**src/rtl/fifo_uart_tx.sv**
```systemverilog
// fifo_uart_tx: serialises bytes popped from an upstream FIFO onto an
// 8N1/8N2 UART line. One read_en pulse fetches a byte, the next cycle latches
// the FIFO's registered read data, then start, 8 data bits (LSB first) and
// the stop bit(s) are sent. All outputs come from flops that are loaded with
// the decode of the next state, so they line up with the state register.

module fifo_uart_tx #(
    parameter int CLKS_PER_BIT = 16,
    parameter int STOP_BITS    = 1
) (
    input  logic       clk,
    input  logic       reset,
    input  logic       empty,
    input  logic [7:0] fifo_data,
    input  logic       tx_en,
    output logic       read_en,
    output logic       tx,
    output logic       busy,
    output logic       frame_done
);

    // Timer is sized for the longest interval it counts (two stop bits).
    localparam int TW = $clog2(2 * CLKS_PER_BIT);

    localparam logic [TW-1:0] BIT_LAST  = TW'(CLKS_PER_BIT - 1);
    localparam logic [TW-1:0] STOP_LAST = TW'(STOP_BITS * CLKS_PER_BIT - 1);
    localparam logic [TW-1:0] TIMER_ONE = TW'(1);

    localparam logic [2:0] ST_IDLE  = 3'd0;
    localparam logic [2:0] ST_FETCH = 3'd1;
    localparam logic [2:0] ST_LOAD  = 3'd2;
    localparam logic [2:0] ST_START = 3'd3;
    localparam logic [2:0] ST_DATA  = 3'd4;
    localparam logic [2:0] ST_STOP  = 3'd5;

    logic [2:0]    state_r;
    logic [TW-1:0] timer_r;
    logic [2:0]    bit_idx_r;
    logic [7:0]    shift_r;

    logic [2:0]    state_s;
    logic [TW-1:0] timer_s;
    logic [2:0]    bit_idx_s;
    logic [7:0]    shift_s;
    logic          start_ok_s;

    logic          read_en_s;
    logic          tx_s;
    logic          busy_s;
    logic          frame_done_s;

    logic          read_en_r;
    logic          tx_r;
    logic          busy_r;
    logic          frame_done_r;

    // A new frame may only be started when permitted and a byte is waiting.
    assign start_ok_s = tx_en & ~empty;

    // Next-state, bit timer, bit index and shift register update.
    always_comb begin
        state_s   = state_r;
        timer_s   = timer_r;
        bit_idx_s = bit_idx_r;
        shift_s   = shift_r;
        case (state_r)
            ST_IDLE: begin
                timer_s   = {TW{1'b0}};
                bit_idx_s = 3'd0;
                if (start_ok_s) begin
                    state_s = ST_FETCH;
                end else begin
                    state_s = ST_IDLE;
                end
            end
            ST_FETCH: begin
                state_s = ST_LOAD;
            end
            ST_LOAD: begin
                // FIFO read data is valid in the cycle after the pop.
                shift_s = fifo_data;
                timer_s = {TW{1'b0}};
                state_s = ST_START;
            end
            ST_START: begin
                if (timer_r == BIT_LAST) begin
                    timer_s   = {TW{1'b0}};
                    bit_idx_s = 3'd0;
                    state_s   = ST_DATA;
                end else begin
                    timer_s = timer_r + TIMER_ONE;
                end
            end
            ST_DATA: begin
                if (timer_r == BIT_LAST) begin
                    timer_s = {TW{1'b0}};
                    shift_s = {1'b0, shift_r[7:1]};
                    if (bit_idx_r == 3'd7) begin
                        bit_idx_s = 3'd0;
                        state_s   = ST_STOP;
                    end else begin
                        bit_idx_s = bit_idx_r + 3'd1;
                    end
                end else begin
                    timer_s = timer_r + TIMER_ONE;
                end
            end
            ST_STOP: begin
                // Stop bits run as one long interval of STOP_BITS bit times.
                if (timer_r == STOP_LAST) begin
                    timer_s = {TW{1'b0}};
                    if (start_ok_s) begin
                        state_s = ST_FETCH;
                    end else begin
                        state_s = ST_IDLE;
                    end
                end else begin
                    timer_s = timer_r + TIMER_ONE;
                end
            end
            default: begin
                state_s   = ST_IDLE;
                timer_s   = {TW{1'b0}};
                bit_idx_s = 3'd0;
                shift_s   = 8'h00;
            end
        endcase
    end

    // Moore decode of the upcoming state, to be captured into output flops.
    always_comb begin
        read_en_s    = 1'b0;
        tx_s         = 1'b1;
        busy_s       = 1'b1;
        frame_done_s = 1'b0;
        case (state_s)
            ST_IDLE: begin
                busy_s = 1'b0;
            end
            ST_FETCH: begin
                read_en_s = 1'b1;
            end
            ST_LOAD: begin
                tx_s = 1'b1;
            end
            ST_START: begin
                tx_s = 1'b0;
            end
            ST_DATA: begin
                tx_s = shift_s[0];
            end
            ST_STOP: begin
                frame_done_s = (timer_s == STOP_LAST);
            end
            default: begin
                busy_s = 1'b0;
            end
        endcase
    end

    // State and datapath registers; reset abandons any frame in progress.
    always_ff @(posedge clk or posedge reset) begin
        if (reset) begin
            state_r   <= ST_IDLE;
            timer_r   <= {TW{1'b0}};
            bit_idx_r <= 3'd0;
            shift_r   <= 8'h00;
        end else begin
            state_r   <= state_s;
            timer_r   <= timer_s;
            bit_idx_r <= bit_idx_s;
            shift_r   <= shift_s;
        end
    end

    // Output flops; reset drives the line idle-high immediately.
    always_ff @(posedge clk or posedge reset) begin
        if (reset) begin
            read_en_r    <= 1'b0;
            tx_r         <= 1'b1;
            busy_r       <= 1'b0;
            frame_done_r <= 1'b0;
        end else begin
            read_en_r    <= read_en_s;
            tx_r         <= tx_s;
            busy_r       <= busy_s;
            frame_done_r <= frame_done_s;
        end
    end

    assign read_en    = read_en_r;
    assign tx         = tx_r;
    assign busy       = busy_r;
    assign frame_done = frame_done_r;

endmodule
```
**config.mk**
```make
export PLATFORM = sky130hd
export DESIGN_NAME = fifo_uart_tx
export DESIGN_NICKNAME = d
export VERILOG_FILES = /design/src/rtl/fifo_uart_tx.sv
export SDC_FILE = /design/constraint.sdc
export NUM_CORES = 1
export LEC_CHECK = 0
export CAP_MARGIN = 25
export CORE_MARGIN = 1
export CORE_UTILIZATION = 24
export CTS_BUF_LIST = sky130_fd_sc_hd__clkbuf_4
export DETAILED_ROUTE_END_ITERATION = 16
export PLACE_DENSITY = 0.51
export RECOVER_POWER = 25
export SYNTH_ARGS = -nofsm -noshare
export SYNTH_HDL_FRONTEND = slang
export SYNTH_SLANG_ARGS = --single-unit
```
**constraint.sdc**
```tcl
create_clock -name clk -period 2.54 [get_ports clk]
set_input_delay 0.254 -clock clk [delete_from_list [all_inputs] [get_ports clk]]
set_output_delay 0.254 -clock clk [all_outputs]
set_load 0.01 [all_outputs]
```
# Word level (Yosys, flattened, before mapping)
# Cells that the tools add are included.
# Widths: inputs -> output; s select.
# word_totals
input_bits	12
register_bits	23
wordCells	55
out_inout_bits	4
# classes
n_reduce_logical	7
bitwise_logic	4
mux	18
n_addsub	2
n_eq_ne	15
# ops
operator	count
$pmux 8 s3	1
$mux 3	7
$pmux 3 s6	1
$eq 3x3->1 const B	5
$eq 3x2->1 const B	4
$eq 5x4->1 const B	2
$pmux 5 s2	1
$pmux 3 s3	1
$mux 8	1
$eq 3x1->1 const B	2
$reduce_or 3->1	2
$add 5x1->5 const B	1
$mux 5	1
$reduce_or 5->1	1
$mux 1	4
$ne 2x2->1 const B	2
$reduce_or 4->1	1
$add 3x1->3 const B	1
$logic_not 3->1	1
$not 1->1	3
$reduce_and 3->1	1
$pmux 1 s2	1
$reduce_and 2->1	1
$and 1x1->1	1

# Longest topological paths before layout
# depth
depth_word	8
mapped_depth	7
depth_no_buf	6

# Least setup slack after synthesis
# Ideal clock, no wire load.
# synth_path
path_kind	register to register
from	register timer_r[0]
to	register tx_r, in the netlist tx
required_time_ps	2457
arrival_time_ps	1669
setup_slack_ps	788
stages_incl_launch_ff	7
synth_period_minus_slack_ps	1752
path_cell_list	dfrtp_1 -> ha_1 -> and4b_4 -> buf_6 -> a222oi_1 -> nand2_1 -> a221o_1
# synth_rtl
element	line_no	rtl
start, declared	37	logic [TW-1:0] timer_r;
start signal, assigned	165	timer_r <= {TW{1'b0}};
start signal, assigned	170	timer_r <= timer_s;
$eq 5x4->1	95	if (timer_r == BIT_LAST) begin
$mux 8	95	
$pmux 8 s3	66	case (state_r)
named net shift_s[0]	44	logic [7:0] shift_s;
$pmux 1 s2	136	case (state_s)
named net tx_s	48	logic tx_s;
end signal, assigned	185	tx_r <= tx_s;
end, declared	53	logic tx_r;
# The timed path passes the listed nets, and every way through them passes these cells. The select of a mux whose other input is x is not followed.
# A chain may end at the register's enable or synchronous reset.

# Worst setup path after layout
# layout_path
from	register state_r[2]
to	register frame_done_r, in the netlist frame_done
# layout_between
elab_chain_cells	5
# layout_lines
element	line_no	rtl
start, declared	36	logic [2:0] state_r;
start signal, assigned	169	state_r <= state_s;
$eq 3x3->1, or another cell as far along	66	
$reduce_or 3->1 (no line) / $mux 3 (equally long branches)	n/a	
$pmux 5 s2 / $pmux 3 s6 (equally long branches)	66	
$eq 5x4->1 / $eq 3x3->1 (equally long branches)	153, 136	
$mux 1 (*)	136	
named net frame_done_s	50	logic frame_done_s;
end signal, assigned	187	frame_done_r <= frame_done_s;
end, declared	55	logic frame_done_r;
# Mark *: on every way through the listed nets, which the timed path passes. The rest lies on a longest branch.

==> summary.txt <==
Die
  – Row count: 27
  – Core Region: 5510 sq um
  – Chip Width: 77.6 um
  – Total I/O pin count: 16
  – Initial core utilization: 24.9%
  – Die area: 6020 sq um
  – Die Y: 77.6 um

Clock tree
  – Resized cells post-CTS: 0
  – Longest Clk Path Bufs: 2
  – Clock latency on the worst-skew pair: 320 ps
  – Clock Pin Slew Worst Setup and Hold Paths: 140 ps
  – TritonCTS buffer count: 3
  – Setup Fix Bufs, Post-CTS: 0
  – TritonCTS Sinks: 23
  – CTS tree: yes
  – CTS HTree Levels: 1
  – Clk root buf: clkbuf_4
  – CTS hold repair buffers: 0

STA
  – Slew @ Worst Pin: 1260 ps
  – Final Hold Viols: 0
  – Fin crit share: 79.0%
  – Slew Limit Fails: 0
  – RSZ-0062 raised after global routing: no
  – Rel. slew slack: 15.7%
  – Setup Total Neg Slack: 0 ps
  – FMAX: 0.498 GHz
  – Period minus WS final: 2010 ps
  – Worst Skew: 2.36 ps
  – Setup Viol. Count Final: 0

Drt
  – Avg WL per Cell: 13.4 um
  – Via count: 1099
  – Drt first pass iters: 4
  – Post-route ant nets: 0
  – DRC Markers: 0
  – Drt total wl: 2920 um
  – Vias/cell: 5.06
  – 1st-iter DRT viols: 81

Placed design
  – Port Buffers: 15
  – Detailed placement HPWL: 2150 um
  – Post-DP Area: 1570 sq um
  – Gpl congestion: 0.825

Worst setup path
  – FF-to-FF setup slack: 530 ps
  – R2R depth: 4
  – R2R Path Start: state_r[2]
  – Max Fanout on Critical Path: 22
  – Critical path class: reg -> reg
  – R2R Path End: frame_done
  – Crit path capture type: flop
  – Startpoint type of the worst setup path: flop
  – Crit path DAT: 2230 ps
  – CP required: 2760 ps

Synth
  – #FFs+latches synth: 23
  – Synth cell types: 51
  – Main synth FF type: dfrtp_1
  – Synth top area cells: dfrtp_1 40%, a222oi_1 5.1%, inv_1 3.6%
  – Combinational family with the most area after synthesis: compound AO/OA/AOI/OAI gates
  – Mapped cell area: 1370 sq um
  – Post-Synth Adder-Cell Area: 2.74%
  – Sequential fraction of the synthesis area: 42.1%
  – Synth Area in XOR/XNOR: 0.639%
  – Synth Area in Simple Gates: 21.0%
  – Mapped Cells: 131
  – Leading cell types by count after synthesis: 22 x dfrtp_1, 13 x inv_1, 8 x a21oi_1, 7 x a222oi_1, 6 x nand2b_1
  – Count leader, synth: dfrtp_1
  – Syn nets: 146
  – Top cell type's share of synthesized area: 40.1%
  – Complex-gate fraction of the synthesized area: 22.8%
  – Synth area leader: dfrtp_1
  – Mux share of post-synthesis cell area: 2.28%
  – Number of synthesized flops with an enable pin: 0
  – Yosys Warn Count: 0
  – Synth async-reset ratio: 100%
  – Average size of a mapped cell: 10.5 sq um

Power and ir drop
  – P per Cell Area: 374 nW/um^2
  – Pleak: 0.000683 uW
  – Peak supply drop: 0.000219 V

Worst hold path
  – Hold Path Origin: shift_r[4]
  – Hold EP: shift_r[3]
  – Worst hold stages: 2
  – Hold Crit Class: reg -> reg

Finish
  – Area Growth Syn to Fin: 16.1%
  – Design area: 1590 sq um
  – Layout cell share with drive strength beyond 1: 11.0%
  – ANT cells: 0
  – Final nets: 161

Global routing
  – Vias in the first global route: 1115
  – Grt total ovfl: 0
  – First-pass GRT wire length: 5130 um
  – GRT Util Overall: 10.6%
  – Initial antenna violation count: 0
  – Largest net degree at the start of global routing: 24

Flow run
  – MaxCap Viol Count: 0

Run status
  – Status: finished, final reports clean
[critical path: stages (launching register included)]
cell and delay (ps):
dfrtp_1 740, or2b_1 420, o32ai_1 310, o211ai_1 150, nor4b_1 280
[report_power, final]
group          switching [uW]  internal (uW)
sequential               3.28            373
combinational            15.1           21.2
clock                     124           60.1
[layer usage]
layer  global-route usage [%]  wire length, um  vias to the layer above  part of all wire [%]
met5                        0                0                        -                     0
met4                     1.32               12                        0                  0.41
met3                     2.82              110                        2                   3.8
met2                     18.2             1480                       20                    51
met1                     13.6             1320                      550                    45
li1                         -                -                      527                     -
[through the flow]
stage / power [uW] / setup slack [ps] / cells / util [%] / hold slack [ps]
finish: 596 / 534 / 217 / 28.9 / 513
global route: 632 / 329 / 217 / 28.9 / 515
CTS: 615 / 547 / 217 / 29.0 / 255
detailed placement: 422 / 574 / 213 / 28.4 / 483
global placement: 421 / 618 / 213 / 28.4 / 475
floorplan: 397 / 788 / 131 / - / 255
[cells in the final DEF (no fill, tap or decap), types with 2 or more instances in the layout]
master and count:
clkdlybuf4s50_1 14, nand3b_1 5, o32ai_1 2, a21oi_1 8, nor2_1 5, a22o_1 2, buf_4 2, mux2i_1 2
nand2_1 5, o211ai_1 2, inv_1 13, a222oi_1 7, o22ai_1 3, nand2b_1 6, ha_1 3, and3_1 4
a211oi_1 2, dfrtp_1 22, clkbuf_4 3
[registers in the layout, summed over array words and instances, names as in the netlist]
name,count
tx,1
shift_r,8
busy,1
timer_r,5
read_en,1
state_r,3
bit_idx_r,3
frame_done,1
[cell type report]
type	count	area, sq um
Clock buffer	3	22.5
Clock inverter	1	7.51
Fill cell	586	3910
Inverter	13	48.8
Multi-Input combinational cell	87	678
Sequential cell	23	577
Tap cell	72	90.1
Timing Repair Buffer	18	169
[worst max path at each step]
stage                          start    endpoint  slack [ps]  depth (start not counted)
after detailed placement  state_r[2]  frame_done         570                          4
final                     state_r[2]  frame_done         530                          4
after global routing      state_r[0]  shift_r[4]         330                          4
after CTS                 state_r[1]  frame_done         550                          5
after floorplan           timer_r[0]          tx         790                          6
after global placement    state_r[1]  frame_done         620                          5
[cell families (layout without fill, tap and decap cells)]
group,after synthesis,count (layout)
flops,23,23
buf+inv,21,35
xor+xnor,1,1
simple gates,40,40
fa+ha+maj,3,3
compound gates,40,40
mux,3,3
No activity file was read; power rests on OpenSTA's default activity.
==> RTL edit 1: new RTL, same flow settings <==
Put one more register stage on the output `tx`, cleared by the reset. The value now appears one clock later. The other outputs are not delayed to match.
--- a/src/rtl/fifo_uart_tx.sv
+++ b/src/rtl/fifo_uart_tx.sv
@@ -189,7 +189,13 @@
     end
 
     assign read_en    = read_en_r;
-    assign tx         = tx_r;
+    always_ff @(posedge clk or posedge reset) begin
+        if (reset) begin
+            tx <= '0;
+        end else begin
+            tx <= tx_r;
+        end
+    end
     assign busy       = busy_r;
     assign frame_done = frame_done_r;
 
Function: changed (Yosys sat finds a counterexample within 4 cycles, from zero or initial values and one cycle with reset high).
==> RTL edit 1 against the original RTL <==
- synthesized cell count fell by 2.3%
- sequential power rose by 5%
- critical endpoint is now bit_idx_r[2]
- count of clock-buffer cells in the layout rose by 1
- sequential cell count rose by 1
- setup slack improved by 83 ps
- via count fell by 5.8%
- synthesized area fell by 3.9%
- largest power group unchanged
- routed wire length fell by 5.3%
- first-iteration DRC count fell by 26%
- cell area fell by 3.5%
- power rose by 3.9%
==> RTL edit 1: results <==
{
  "cp_max_fo": 10,
  "stdcell_count": 209,
  "cts_resized": 0,
  "clock_latency_ps": 320,
  "slew_headroom": 0.122,
  "ir_drop_v": 0.000210,
  "syn2layout_area_growth_pct": 16.7,
  "antenna_found_initial": 0,
  "drive_gt1_frac": 0.0719,
  "p_sw_mw": 0.134,
  "synth_area_leaders": "dfrtp_1, a22o_1, a21o_1, a21oi_1, ha_1",
  "pre_cts_ws_ps": 701,
  "htreeDepth": 1,
  "hpwl_mm": 1.97,
  "fin_skew_ps": 26.6,
  "fill_cells": 549,
  "p_leak_nw": 0.651,
  "cts-root-buf": "clkbuf_4",
  "syn_nets": 143,
  "grt_pass1_wl_mm": 4.82,
  "grt.total_usage": 0.102,
  "drt_first_iter_violations": 60,
  "port_buffers": 15,
  "syn-mean-instance-area_sq_um": 10.3,
  "routabilityCongestion": 0.776,
  "ys_warn_count": 0,
  "hold_path_class": "reg -> reg",
  "wl_per_cell_um": 13.2,
  "final_nets": 155,
  "yosysSeqAreaShare": 0.457,
  "synth_adder_area_share": 0.0285,
  "clk_pin_slew_worst_paths_ps": 150,
  "num_vias": 1035,
  "dr.pass1.iters": 6,
  "cts_made_buffers": 3,
  "synth_top_cell_by_area": "dfrtp_1",
  "grt_start_max_net_pins": 25,
  "top_regs": "shift_r x8, timer_r x5",
  "synthArstFlopShare": 1.00,
  "postPlaceCellArea_sq_mm": 0.00151,
  "post-cts-setup-buffer-count": 0,
  "synth_compound_area_frac": 0.230,
  "diodes": 0,
  "synth_xor_area_frac": 0,
  "hold_buffers": 0,
  "synth_ff_type": "dfrtp_1",
  "synth_common_cells": "dfrtp_1, a21o_1, a21oi_1, a22o_1, nand2b_1",
  "netlist-cell-type-count": 43,
  "synth_mux_area_frac": 0.00760,
  "status": "completed",
  "cts_max_path_buffers": 2
}
[RTL edit 1: changes by cell type after synthesis, sizes merged, moves of 3 or more]
cell / change
clkbuf: +3
a22o: +6
a21o: +7
inv: -10
a222oi: -7
nand3: +4
[RTL edit 1: layout make-up]
type | count | area share
Timing Repair Buffer | 17 | 0.105
Sequential cell | 24 | 0.391
Inverter | 3 | 0.00732
Tap cell | 70 | 0.0570
Clock buffer | 4 | 0.0195
Multi-Input combinational cell | 91 | 0.420
[RTL edit 1: kinds of logic after synthesis]
group                    after synthesis
AO/OA/AOI/OAI                         42
buffers and inverters                 13
multiplexers                           1
adder cells (fa/ha/maj)                3
AND/OR/NAND/NOR                       45
flip-flops                            24
[RTL edit 1: critical path, cell delays in order (launching register included)]
cell	delay, ps
dfrtp_1	440
ha_1	250
and4b_1	440
and2_1	260
o22ai_1	150
a22o_1	260
[RTL edit 1: per-layer routing]
metal,vias up,share of wire,GRT usage
li1,503,-,-
met1,507,0.46,0.126
met2,21,0.50,0.175
met3,4,0.033,0.0311
met4,0,0.011,0.0231
met5,-,0,0
[RTL edit 1: path summary, 6_finish.rpt]
check	start	endpoint	slack (ps)	depth (start not counted)
worst min register to register	tx_r	tx	360	0
worst max-delay path	timer_r[0]	bit_idx_r[2]	620	5
min in group asynchronous	reset	tx	780	3
worst max register to register	timer_r[0]	bit_idx_r[2]	620	5
max in group asynchronous	reset	shift_r[7]	960	3
worst min-delay path	tx_r	tx	360	0
[RTL edit 1: power groups by stage]
stage / sequential [mW] / combinational [mW] / clock (mW)
floorplan: 0.400 / 0.0165 / 0
global placement: 0.401 / 0.0405 / 0
detailed placement: 0.401 / 0.0415 / 0
CTS: 0.393 / 0.0416 / 0.198
global route: 0.394 / 0.0439 / 0.220
finish: 0.393 / 0.0390 / 0.188
==> RTL edit 2: new RTL, same settings <==
Made on the original files. `CLKS_PER_BIT`: 16 -> 32.
--- a/src/rtl/fifo_uart_tx.sv
+++ b/src/rtl/fifo_uart_tx.sv
@@ -5,7 +5,7 @@
 // the decode of the next state, so they line up with the state register.
 
 module fifo_uart_tx #(
-    parameter int CLKS_PER_BIT = 16,
+    parameter int CLKS_PER_BIT = 32,
     parameter int STOP_BITS    = 1
 ) (
     input  logic       clk,
Behaviour: same outputs for any inputs over 10 cycles, from zero or initial values and one cycle with reset high; that may be too few to reach the edited logic, so the function may still have changed.
==> RTL edit 2 against the original RTL <==
- synthesized area fell by 3.7%
- first-iteration DRC count is 17% higher
- synthesized cell count is 9.2% lower
- power up 2.2%
- cell area is 3.7% lower
- via count shrank 4.4%
- sequential cell count increased by 1
- critical path type unchanged
- setup slack lost 99 ps
- highest routed layer unchanged
- routed wire length decreased by 3.6%
==> RTL edit 2: results <==
{
  "holdWs_ps": 509,
  "multi_input_area_share": 0.399,
  "drt_first_iter_violations": 95,
  "grt_util_met3": 0.0240,
  "postPlaceCellArea_sq_mm": 0.00151,
  "netlist-cell-type-count": 44,
  "yosysSeqAreaShare": 0.456,
  "synth_cells": 119,
  "hpwl_mm": 2.01,
  "fin_skew_ps": 3.50,
  "pre_cts_ws_ps": 487,
  "p_per_area_mw_per_mm2": 398,
  "reg2reg_depth": 5,
  "slew_headroom": 0.108,
  "dr_wl_met2_mm": 1.31,
  "stdcell_count": 205,
  "routed_wl_mm": 2.81,
  "final_nets": 151,
  "wl_met3_um": 165,
  "synth_area_leaders": "dfrtp_1, a222oi_1, inv_1, ha_1, nor2_1",
  "grt_pass1_vias": 978,
  "holdPathEnd": "shift_r[4]",
  "n_all_buffers": 17,
  "fill_cells": 543,
  "syn_nets": 134,
  "r2r_slack_ps": 440,
  "crit_slowest_cell": "dfrtp_1",
  "crit_family": "simple AND/OR/NAND/NOR gates",
  "cp_max_fo": 14,
  "grt_pass1_wl_mm": 4.80,
  "synth_common_cells": "dfrtp_1, inv_1, nor2_1",
  "drive_gt1_frac": 0.170,
  "gr-usage-met2": 0.165,
  "ir_drop_v": 0.000168,
  "use_met1": 0.129,
  "top_regs": "shift_r x8, timer_r x6",
  "p_leak_nw": 0.659,
  "drt-met1-wl_mm": 1.27,
  "dieArea_sq_mm": 0.00580,
  "cp_data_arrival_time_ps": 2380,
  "startpoint": "state_r[1]",
  "buf_share": 0.105,
  "grt.total_usage": 0.104,
  "seq_cells": 24,
  "clkCellAreaFrac": 0.0171,
  "max_freq_ghz": 0.475,
  "status": "completed",
  "multi_input_comb_cells": 78,
  "routed_via_density": 5.13,
  "inv_count": 12,
  "grt_start_max_net_pins": 25,
  "routabilityCongestion": 0.783,
  "clock_latency_ps": 320,
  "post-cts-setup-buffer-count": 0,
  "sequential_cell_area_sq_um": 602
}
## RTL edit 2: cell count changes after synthesis, moves of 3 or more
cell / change
a221oi_1: +3
a22o_2: +3
a31oi_1: +3
buf_2: -3
nand2b_1: -4
nand3b_1: -4
nor2_1: +4
## RTL edit 2: kinds of logic (layout without fill, tap and decap cells)
| logic type | count (synthesis) | after routing | synth area share |
|---|---|---|---|
| DFF | 24 | 24 | 0.456 |
| buffers and inverters | 17 | 33 | 0.0806 |
| muxes | 1 | 1 | 0.00758 |
| AOI/OAI and AO/OA | 39 | 39 | 0.241 |
| adders and majority gates | 3 | 3 | 0.0284 |
| and+or+nand+nor | 35 | 35 | 0.187 |
## RTL edit 2: power by group
| part | leakage (nW) | switching (mW) | internal, mW |
|---|---|---|---|
| Sequential | 0.285 | 0.00377 | 0.390 |
| Clock | 0.0154 | 0.121 | 0.0577 |
| Combinational | 0.359 | 0.0156 | 0.0214 |
